<file path="config.mk">
export PLATFORM = sky130hd
export DESIGN_NAME = alarm_ctrl_flat
export DESIGN_NICKNAME = d
export VERILOG_FILES = /design/src/rtl/alarm_ctrl_if.sv /design/src/rtl/alarm_ctrl.sv /design/src/flat_wrapper.sv
export SDC_FILE = /design/constraint.sdc
export NUM_CORES = 1
export LEC_CHECK = 0
export ABC_AREA = 1
export CORE_UTILIZATION = 45
export CTS_BUF_LIST = sky130_fd_sc_hd__clkbuf_2
export DETAILED_ROUTE_END_ITERATION = 10
export PLACE_DENSITY = 0.79
export SYNTH_ARGS = -nofsm -noshare
export SYNTH_HDL_FRONTEND = slang
export SYNTH_SLANG_ARGS = --single-unit
</file>
<file path="constraint.sdc">
create_clock -name clk -period 4.55 [get_ports clk]
set_input_delay 0.91 -clock clk [delete_from_list [all_inputs] [get_ports clk]]
set_output_delay 0.91 -clock clk [all_outputs]
set_load 0.005 [all_outputs]
</file>
<file path="src/rtl/alarm_ctrl_if.sv">
// Bus bundle between the sensor/keypad side and the intrusion controller.
// The master drives requests and the alarm line; the controller (slave) drives status.
interface alarm_ctrl_if;
    logic       arm;
    logic       disarm;
    logic       trig;
    logic       siren;
    logic       armed;
    logic [2:0] state;
    logic [3:0] alarm_cnt;

    modport master (
        output arm,
        output disarm,
        output trig,
        input  siren,
        input  armed,
        input  state,
        input  alarm_cnt
    );

    modport slave (
        input  arm,
        input  disarm,
        input  trig,
        output siren,
        output armed,
        output state,
        output alarm_cnt
    );
endinterface

</file>
<file path="src/rtl/alarm_ctrl.sv">
// Timed intrusion controller: arm/disarm, exit delay, trigger debounce, entry delay,
// timed siren with auto re-arm, and a saturating count of siren activations.
module alarm_ctrl #(
    parameter int EXIT_CYC  = 8,
    parameter int ENTRY_CYC = 4,
    parameter int SIREN_CYC = 16,
    parameter int DEB       = 2
) (
    input  logic        clk,
    input  logic        rst,
    alarm_ctrl_if.slave bus
);

    localparam int MAX_AB  = (EXIT_CYC > ENTRY_CYC) ? EXIT_CYC : ENTRY_CYC;
    localparam int MAX_CYC = (MAX_AB > SIREN_CYC) ? MAX_AB : SIREN_CYC;
    localparam int TW      = $clog2(MAX_CYC + 1);
    localparam int DW      = $clog2(DEB + 1);

    // The timer counts up from zero on state entry; these are the last cycle of each stay.
    localparam logic [TW-1:0] EXIT_LAST  = TW'(EXIT_CYC - 1);
    localparam logic [TW-1:0] ENTRY_LAST = TW'(ENTRY_CYC - 1);
    localparam logic [TW-1:0] SIREN_LAST = TW'(SIREN_CYC - 1);
    localparam logic [DW-1:0] DEB_LAST   = DW'(DEB - 1);
    localparam logic [TW-1:0] TIMER_ONE  = TW'(1);
    localparam logic [DW-1:0] DEB_ONE    = DW'(1);

    typedef enum logic [2:0] {
        ST_DISARMED    = 3'd0,
        ST_EXIT_DELAY  = 3'd1,
        ST_ARMED       = 3'd2,
        ST_ENTRY_DELAY = 3'd3,
        ST_SIREN       = 3'd4
    } state_t;

    state_t        state_r;
    state_t        state_s;
    logic [TW-1:0] timer_r;
    logic [TW-1:0] timer_s;
    logic [DW-1:0] deb_r;
    logic [DW-1:0] deb_s;
    logic          siren_r;
    logic          armed_r;
    logic [3:0]    alarm_cnt_r;
    logic          siren_entry_s;

    function automatic logic [3:0] sat_inc4(input logic [3:0] value);
        logic [3:0] result;
        if (value == 4'd15) begin
            result = 4'd15;
        end else begin
            result = value + 4'd1;
        end
        return result;
    endfunction

    function automatic logic state_is_armed(input state_t s);
        logic result;
        case (s)
            ST_ARMED, ST_ENTRY_DELAY, ST_SIREN: result = 1'b1;
            default:                            result = 1'b0;
        endcase
        return result;
    endfunction

    // Next-state, shared timer and debounce counter; disarm overrides every state.
    always_comb begin
        state_s = state_r;
        timer_s = timer_r;
        deb_s   = '0;
        if (bus.disarm) begin
            state_s = ST_DISARMED;
            timer_s = '0;
            deb_s   = '0;
        end else begin
            case (state_r)
                ST_DISARMED: begin
                    timer_s = '0;
                    if (bus.arm) begin
                        state_s = ST_EXIT_DELAY;
                    end else begin
                        state_s = ST_DISARMED;
                    end
                end
                ST_EXIT_DELAY: begin
                    if (timer_r == EXIT_LAST) begin
                        state_s = ST_ARMED;
                        timer_s = '0;
                    end else begin
                        timer_s = timer_r + TIMER_ONE;
                    end
                end
                ST_ARMED: begin
                    timer_s = '0;
                    if (!bus.trig) begin
                        deb_s = '0;
                    end else if (deb_r == DEB_LAST) begin
                        state_s = ST_ENTRY_DELAY;
                        deb_s   = '0;
                    end else begin
                        deb_s = deb_r + DEB_ONE;
                    end
                end
                ST_ENTRY_DELAY: begin
                    if (timer_r == ENTRY_LAST) begin
                        state_s = ST_SIREN;
                        timer_s = '0;
                    end else begin
                        timer_s = timer_r + TIMER_ONE;
                    end
                end
                ST_SIREN: begin
                    if (timer_r == SIREN_LAST) begin
                        state_s = ST_ARMED;
                        timer_s = '0;
                    end else begin
                        timer_s = timer_r + TIMER_ONE;
                    end
                end
                default: begin
                    state_s = ST_DISARMED;
                    timer_s = '0;
                end
            endcase
        end
    end

    // SIREN can only be entered from ENTRY_DELAY, so this pulses once per activation.
    always_comb begin
        siren_entry_s = 1'b0;
        if ((state_s == ST_SIREN) && (state_r != ST_SIREN)) begin
            siren_entry_s = 1'b1;
        end else begin
            siren_entry_s = 1'b0;
        end
    end

    // State, timer and debounce registers.
    always_ff @(posedge clk) begin
        if (rst) begin
            state_r <= ST_DISARMED;
            timer_r <= '0;
            deb_r   <= '0;
        end else begin
            state_r <= state_s;
            timer_r <= timer_s;
            deb_r   <= deb_s;
        end
    end

    // Outputs are registered from the next state so they change together with state_r.
    always_ff @(posedge clk) begin
        if (rst) begin
            siren_r     <= 1'b0;
            armed_r     <= 1'b0;
            alarm_cnt_r <= 4'd0;
        end else begin
            siren_r <= (state_s == ST_SIREN);
            armed_r <= state_is_armed(state_s);
            if (siren_entry_s) begin
                alarm_cnt_r <= sat_inc4(alarm_cnt_r);
            end else begin
                alarm_cnt_r <= alarm_cnt_r;
            end
        end
    end

    assign bus.siren     = siren_r;
    assign bus.armed     = armed_r;
    assign bus.state     = state_r;
    assign bus.alarm_cnt = alarm_cnt_r;

endmodule
</file>
<file path="src/flat_wrapper.sv">
// flat-port wrapper written by rule: the top's interface ports become plain ports
module alarm_ctrl_flat 
#(
    parameter int EXIT_CYC  = 8,
    parameter int ENTRY_CYC = 4,
    parameter int SIREN_CYC = 16,
    parameter int DEB       = 2
)
  (clk, rst, bus_arm, bus_disarm, bus_trig, bus_siren, bus_armed, bus_state, bus_alarm_cnt);
  alarm_ctrl_if bus_i ();
  input  logic clk;
  input  logic rst;
  input wire logic [$bits(bus_i.arm)-1:0] bus_arm;
  input wire logic [$bits(bus_i.disarm)-1:0] bus_disarm;
  input wire logic [$bits(bus_i.trig)-1:0] bus_trig;
  output wire logic [$bits(bus_i.siren)-1:0] bus_siren;
  output wire logic [$bits(bus_i.armed)-1:0] bus_armed;
  output wire logic [$bits(bus_i.state)-1:0] bus_state;
  output wire logic [$bits(bus_i.alarm_cnt)-1:0] bus_alarm_cnt;
  assign bus_i.arm = bus_arm;
  assign bus_i.disarm = bus_disarm;
  assign bus_i.trig = bus_trig;
  assign bus_siren = bus_i.siren;
  assign bus_armed = bus_i.armed;
  assign bus_state = bus_i.state;
  assign bus_alarm_cnt = bus_i.alarm_cnt;
  alarm_ctrl #(.EXIT_CYC(EXIT_CYC), .ENTRY_CYC(ENTRY_CYC), .SIREN_CYC(SIREN_CYC), .DEB(DEB)) u_core (.clk(clk), .rst(rst), .bus(bus_i));
endmodule
</file>
==> summary.txt, run 1 <==
Placement
  – Gpl congestion: 0.799
  – Buffers on Ports: 13
  – DP HPWL: 1270 um
  – Dpl cell area: 1010 um2

Layout
  – FF+latch area: 320 um2
  – Design area: 1020 um2
  – Area of the multi-input gates: 444 um2
  – Share of layout cells above drive strength 1: 9.09%
  – Fill cells: 173
  – Total Nets Final: 144
  – Diodes inserted: 0
  – Syn-to-layout area delta: 19.2%

Power and ir drop
  – Clock share of power: 27.9%
  – P_sw: 0.0471 mW
  – Sw frac: 22.3%
  – Combinational Power Share: 5.1%
  – Cell area power density: 206 nW/um2
  – LEAKAGE: 0.436 nW
  – Sequential power share: 66.9%
  – Peak supply drop: 0.000183 V
  – Internal: 0.164 mW

Synth
  – Yosys reg bits: 16
  – Post-synthesis sequential area ratio: 37.3%
  – Synth area leaders: dfxtp_1 (37%), inv_1 (9.6%), nand2_1 (9.2%), ha_1 (7.3%), nand3_1 (7.0%)
  – Synth Area in Compound Gates: 7.43%
  – Ys Warns: 0
  – Adder-cell share of the synthesized area: 7.29%
  – Post-Syn Nets: 127
  – Synth Cell Area: 858 um2
  – Xor/xnor cell area share of the yosys netlist: 1.02%
  – Area leader, netlist: dfxtp_1
  – Post-synth top area share: 37.3%
  – Post-synthesis cell count: 117
  – Largest family of logic cells by synthesized area: simple AND/OR/NAND/NOR gates
  – Multiplexer share of the synthesized area: 0%
  – Synth unique cells: 23
  – Syn Area/Cell: 7.34 um2
  – Area share of and/or/nand/nor cells after synthesis: 36.0%

GRT
  – Global routing usage on met1: 21.4%
  – First-pass GRT wire length: 2530 um
  – Gr ovfl total: 0
  – Initial antenna violation count: 0
  – Gr usage total: 17.1%
  – Routing usage on met3: 5.95%
  – Largest net degree at the start of global routing: 10
  – GR Util met2: 27.1%
  – Vias in the first global route: 645
  – Busiest grt layer: met2

Clocking
  – Clk sinks: 16
  – Hold_buf cts: 0
  – CTS H-Tree Depth: 1
  – Clk slew on worst S/H paths: 0.13 ns
  – Cell chosen for the clock root: clkbuf_2
  – # resized after CTS: 0
  – CTS Buf Count: 3
  – CTS tree: yes
  – Post-CTS Repair Setup Buffers: 0
  – CTS Buffer Depth: 2
  – Worst skew pair latency: 0.28 ns

STA
  – Max frequency: 0.429 GHz
  – Fin crit share: 51.2%
  – Worst Max-Slew Pin Slew: 0.360 ns
  – Clk_skew: 0.00311 ns
  – Final Hold Viols: 0
  – Slew Limit Fails: 0
  – Final setup TNS: 0 ns
  – RSZ-0062 raised after global routing: false
  – Minimum clock period: 2.33 ns
  – Count of final setup violators: 0
  – Slew HR: 76.0%

Setup path
  – Worst EP arrival: 1.42 ns
  – Cell Chain, Critical Path: clkdlybuf4s50_1
  – Setup crit start kind: flip-flop
  – Critical path endpoint: bus_state[2]
  – RR Startpoint: u_core.timer_r[0]
  – Crit Path Max Fanout: 9
  – Worst path top cell family by delay: buffers and inverters
  – RR Endpoint: u_core.bus.alarm_cnt[3]
  – Crit path largest cell delay: 0.58 ns
  – Critical setup path kind: flip-flop to output port
  – R2R depth: 9
  – CP Buf/Inv Count: 1
  – Crit end category: output port
  – Crit path from: u_core.bus.state[2]
  – Worst path required time: 3.64 ns
  – R2R Setup Slk: 2.87 ns
  – CP max stage cell: clkdlybuf4s50_1
  – Critical path depth: 1

Routing
  – Vias per cell: 4.87
  – Final WL: 1550 um
  – Initial drt markers: 10
  – Vias: 765
  – Pre-antenna DRT Iters: 4
  – DR WL/cell: 9.86 um
  – Routed Antenna Nets: 0
  – Post-route DRC: 0

Floorplan
  – Die Area: 2090 um2
  – # rows: 15
  – Core Region: 1760 um2
  – Die Ht: 45.7 um
  – Die W: 45.7 um
  – IO Pins: 14
  – Initial core utilization: 48.7%

Run
  – Number of max-cap violations: 0

Hold path
  – HP Class: flip-flop to flip-flop

Outcome
  – Status: finished, final reports clean
==> sequential cells by signal (all words and copies together), names as in the netlist <==
name,cells
u_core.bus.alarm_cnt,4
u_core.timer_r,5
u_core.bus.armed,1
u_core.bus.siren,1
u_core.bus.state,3
u_core.deb_r,2
==> cells by family (layout without fill, tap and decap cells) <==
group	count (synthesis)	after routing
AO/OA/AOI/OAI	11	11
buffers and inverters	23	38
adder cells (fa/ha/maj)	5	5
flip-flops	16	16
AND/OR/NAND/NOR	61	61
XOR/XNOR	1	1
==> cell usage after synthesis <==
| library cell | number |
|---|---|
| nand2_2 | 1 |
| nand3_4 | 1 |
| ha_1 | 5 |
| nor3_2 | 1 |
| nand2_1 | 21 |
| nand2_4 | 1 |
| nand4_1 | 3 |
| nand3_1 | 12 |
| a21oi_1 | 6 |
| nor4_1 | 2 |
| inv_1 | 22 |
| dfxtp_1 | 16 |
| buf_6 | 1 |
| xor2_1 | 1 |
| o21ai_1 | 1 |
| a41oi_1 | 1 |
| nand3b_2 | 1 |
| o21ai_0 | 1 |
| nor2_2 | 3 |
| nand3_2 | 1 |
| nor2_1 | 13 |
| nor3_1 | 1 |
| o211ai_1 | 2 |
==> stage by stage <==
| stage | std cells | setup slack, ns | total power [mW] | hold WS, ns | utilization, % |
|---|---|---|---|---|---|
| finish | 157 | 2.22 | 0.211 | 0.433 | 58.0 |
| detailed placement | 154 | 2.38 | 0.155 | 0.422 | 57.2 |
| floorplan | 117 | 2.97 | 0.149 | 0.404 | - |
| global route | 157 | 2.13 | 0.223 | 0.472 | 58.0 |
| global placement | 154 | 2.44 | 0.155 | 0.413 | 57.2 |
| CTS | 157 | 2.21 | 0.214 | 0.441 | 58.0 |
==> cell type report <==
type                       instances  area share [%]
multi-input combinational         78            43.4
sequential                        16            31.3
inverter                          22            8.07
tap                               25            3.06
clock buffer                       3            1.47
timing repair buffer              13            12.7
==> metal layers <==
| metal | vias up | part of all wire, % |
|---|---|---|
| met1 | 340 | 47 |
| met5 | - | 0 |
| met2 | 10 | 48 |
| li1 | 411 | - |
| met3 | 4 | 3.9 |
| met4 | 0 | 1.3 |
==> worst min path at each step <==
stage,from,end,slack (ns),depth (start not counted)
2_1_floorplan,u_core.deb_r[0],u_core.deb_r[0],0.40,1
3_3_place_gp,u_core.deb_r[0],u_core.deb_r[0],0.41,1
3_5_place_dp,u_core.deb_r[0],u_core.deb_r[0],0.42,1
4_1_cts,u_core.deb_r[0],u_core.deb_r[0],0.44,1
5_1_grt,u_core.deb_r[0],u_core.deb_r[0],0.47,1
6_report,u_core.deb_r[0],u_core.deb_r[0],0.43,1
==> power by group through the flow <==
stage          combinational (mW)  sequential [mW]  clock [mW]
2_1_floorplan             0.00494            0.144           0
3_3_place_gp               0.0108            0.144           0
3_5_place_dp               0.0108            0.144           0
4_1_cts                    0.0108            0.141      0.0618
5_1_grt                    0.0123            0.142      0.0690
6_report                   0.0109            0.141      0.0588
==> placed cells by master, fill, tap and decap left out <==
cell / Yosys / layout
nor2_1: 13 / 13
nand3_4: 1 / 1
nand2_4: 1 / 1
nand3b_2: 1 / 1
a41oi_1: 1 / 1
clkbuf_2: 0 / 3
nor4_1: 2 / 2
nor2_2: 3 / 3
nor3_1: 1 / 1
nand3_1: 12 / 12
o21ai_0: 1 / 1
inv_1: 22 / 22
o21ai_1: 1 / 1
nand2_1: 21 / 21
nand3_2: 1 / 1
clkdlybuf4s50_1: 0 / 13
a21oi_1: 6 / 6
o211ai_1: 2 / 2
dfxtp_1: 16 / 16
nor3_2: 1 / 1
ha_1: 5 / 5
nand4_1: 3 / 3
xor2_1: 1 / 1
nand2_2: 1 / 1
Power figures use the tool's default switching activity.
==> inputs of run 2 (changes only) <==
- clock period: 4.55 -> 2.27 ns (I/O delays scaled with it)
==> run 2 against run 1 <==
Compared with the run above:
- global-route usage up 0.84 points
- core utilization unchanged
- clock power up 110%
- via count down 0.78%
==> summary.txt, run 2 (synthesis results as in run 1) <==
Setup path
  – Crit end category: output port
  – RR Startpoint: u_core.timer_r[0]
  – Worst path required time: 1.82 ns (-1.82 ns)
  – R2R depth: 9 (unchanged)
  – Crit Path Max Fanout: 9 (unchanged)
  – Crit path largest cell delay: 0.58 ns (about the same)
  – RR Endpoint: u_core.bus.alarm_cnt[3]
  – Crit path from: u_core.bus.state[2]
  – R2R Setup Slk: 0.57 ns (-2.30 ns)
  – Worst path top cell family by delay: flip-flops
  – CP max stage cell: dfxtp_1
  – Cell Chain, Critical Path: clkdlybuf4s50_1
  – Critical path depth: 1 (unchanged)
  – Worst EP arrival: 1.44 ns (+0.02 ns)
  – CP Buf/Inv Count: 1 (unchanged)
  – Critical setup path kind: flip-flop to output port
  – Critical path endpoint: bus_state[2]
  – Setup crit start kind: flip-flop

Clocking
  – Hold_buf cts: 0 (unchanged)
  – Clk sinks: 16 (unchanged)
  – # resized after CTS: 0 (unchanged)
  – Post-CTS Repair Setup Buffers: 0 (unchanged)
  – CTS tree: yes
  – Worst skew pair latency: 0.29 ns (about the same)
  – CTS H-Tree Depth: 1 (unchanged)
  – Clk slew on worst S/H paths: 0.14 ns (about the same)
  – CTS Buffer Depth: 2 (unchanged)
  – Cell chosen for the clock root: clkbuf_2
  – CTS Buf Count: 3 (unchanged)

Layout
  – Register with the most flip-flops: u_core.timer_r
  – Max reg flops: 5 (unchanged)
  – FF+latch area: 320 um2 (unchanged)
  – Most frequent cells in the layout: inv_1 (22), nand2_1 (21), dfxtp_1 (16)
  – Most common cell after layout, fill and taps aside: inv_1
  – Fill cells: 175 (+1.2%)
  – Share of layout cells above drive strength 1: 9.09% (unchanged)
  – Total Nets Final: 144 (unchanged)
  – Diodes inserted: 0 (unchanged)
  – Area of the multi-input gates: 444 um2 (unchanged)
  – Final Instance Count excl. Fillers: 157 (unchanged)
  – Syn-to-layout area delta: 19.2% (unchanged)

Power and ir drop
  – Sequential power share: 66.1% (-0.8 points)
  – Clock share of power: 28.8% (+0.9 points)
  – Sw frac: 23.3% (+1.0 points)
  – LEAKAGE: 0.436 nW (unchanged)
  – Internal: 0.328 mW (+100%)
  – Combinational Power Share: 5.1% (about the same)
  – P_sw: 0.0999 mW (+110%)
  – Peak supply drop: 0.000385 V (+110%)
  – Cell area power density: 419 nW/um2 (+100%)

Floorplan
  – Core Region: 1760 um2 (unchanged)
  – Die W: 45.7 um (unchanged)
  – Die Area: 2090 um2 (unchanged)
  – IO Pins: 14 (unchanged)
  – # rows: 15 (unchanged)
  – Die Ht: 45.7 um (unchanged)
  – Initial core utilization: 48.7% (unchanged)

STA
  – Slew HR: 74.7% (-1.3 points)
  – Minimum clock period: 1.90 ns
  – Clk_skew: 0.00217 ns (-0.000948 ns)
  – RSZ-0062 raised after global routing: false
  – Slew Limit Fails: 0 (unchanged)
  – Final setup TNS: 0 ns (unchanged)
  – Fin Hold WS: 0.441 ns (+0.00775 ns)
  – Max frequency: 0.527 GHz
  – Final Hold Viols: 0 (unchanged)
  – Count of final setup violators: 0 (unchanged)
  – Worst Max-Slew Pin Slew: 0.379 ns (+0.0191 ns)
  – Fin crit share: 83.6%

Routing
  – DR WL/cell: 10.3 um (+4.3%)
  – Post-route DRC: 0 (unchanged)
  – Initial drt markers: 16 (+6)
  – Pre-antenna DRT Iters: 4 (unchanged)
  – Vias per cell: 4.83 (-0.78%)
  – Vias: 759 (-0.78%)
  – Routed Antenna Nets: 0 (unchanged)
  – Final WL: 1610 um (+4.3%)

GRT
  – Largest net degree at the start of global routing: 10 (unchanged)
  – Gr usage total: 17.9% (+0.84 points)
  – Initial antenna violation count: 0 (unchanged)
  – First-pass GRT wire length: 2660 um (+4.9%)
  – Vias in the first global route: 648 (+0.47%)
  – Gr ovfl total: 0 (unchanged)

Placement
  – DP HPWL: 1270 um (+0.28%)
  – Dpl cells: 154 (unchanged)
  – Gpl congestion: 0.799 (unchanged)
  – Buffers on Ports: 13 (unchanged)

Outcome
  – Status: finished, final reports clean

Run
  – Number of max-cap violations: 0 (unchanged)

Hold path
  – HP Class: flip-flop to flip-flop
-- run 2: stage by stage --
stage / area (um2) / utilization [%] / worst slack [ns] / power, mW
global route: 1020 / 58.0 / 0.294 / 0.447
finish: 1020 / 58.0 / 0.373 / 0.428
global placement: 1010 / 57.2 / 0.613 / 0.311
detailed placement: 1010 / 57.2 / 0.559 / 0.311
CTS: 1020 / 58.0 / 0.375 / 0.432
floorplan: 858 / - / 0.750 / 0.299
-- run 2: final cells by class --
cell class / count / share of cell area, %
sequential: 16 / 31.3
timing repair buffer: 13 / 12.7
tap: 25 / 3.06
inverter: 22 / 8.07
clock buffer: 3 / 1.47
multi-input combinational: 78 / 43.4
-- run 2: how the worst min path moves through the flow --
| stage | from | end | slack, ns | cells after the start |
|---|---|---|---|---|
| 6_report | u_core.deb_r[0] | u_core.deb_r[0] | 0.44 | 1 |
| 5_1_grt | u_core.deb_r[0] | u_core.deb_r[0] | 0.47 | 1 |
| 4_1_cts | u_core.deb_r[0] | u_core.deb_r[0] | 0.44 | 1 |
| 3_5_place_dp | u_core.deb_r[0] | u_core.deb_r[0] | 0.42 | 1 |
| 3_3_place_gp | u_core.deb_r[0] | u_core.deb_r[0] | 0.41 | 1 |
| 2_1_floorplan | u_core.deb_r[0] | u_core.deb_r[0] | 0.40 | 1 |
-- run 2: power by group through the flow --
stage	Combinational [mW]	Clock (mW)	Sequential (mW)
CTS	0.0218	0.127	0.283
floorplan	0.00990	0	0.289
global route	0.0244	0.139	0.284
finish	0.0219	0.123	0.283
global placement	0.0216	0	0.289
detailed placement	0.0217	0	0.289
-- run 2: per-layer routing --
metal,track usage [%],part of all wire [%],vias to the layer above
li1,-,-,409
met1,22.4,45,329
met2,28.0,48,19
met3,6.75,6.0,2
met4,6.06,0.81,0
met5,0,0,-
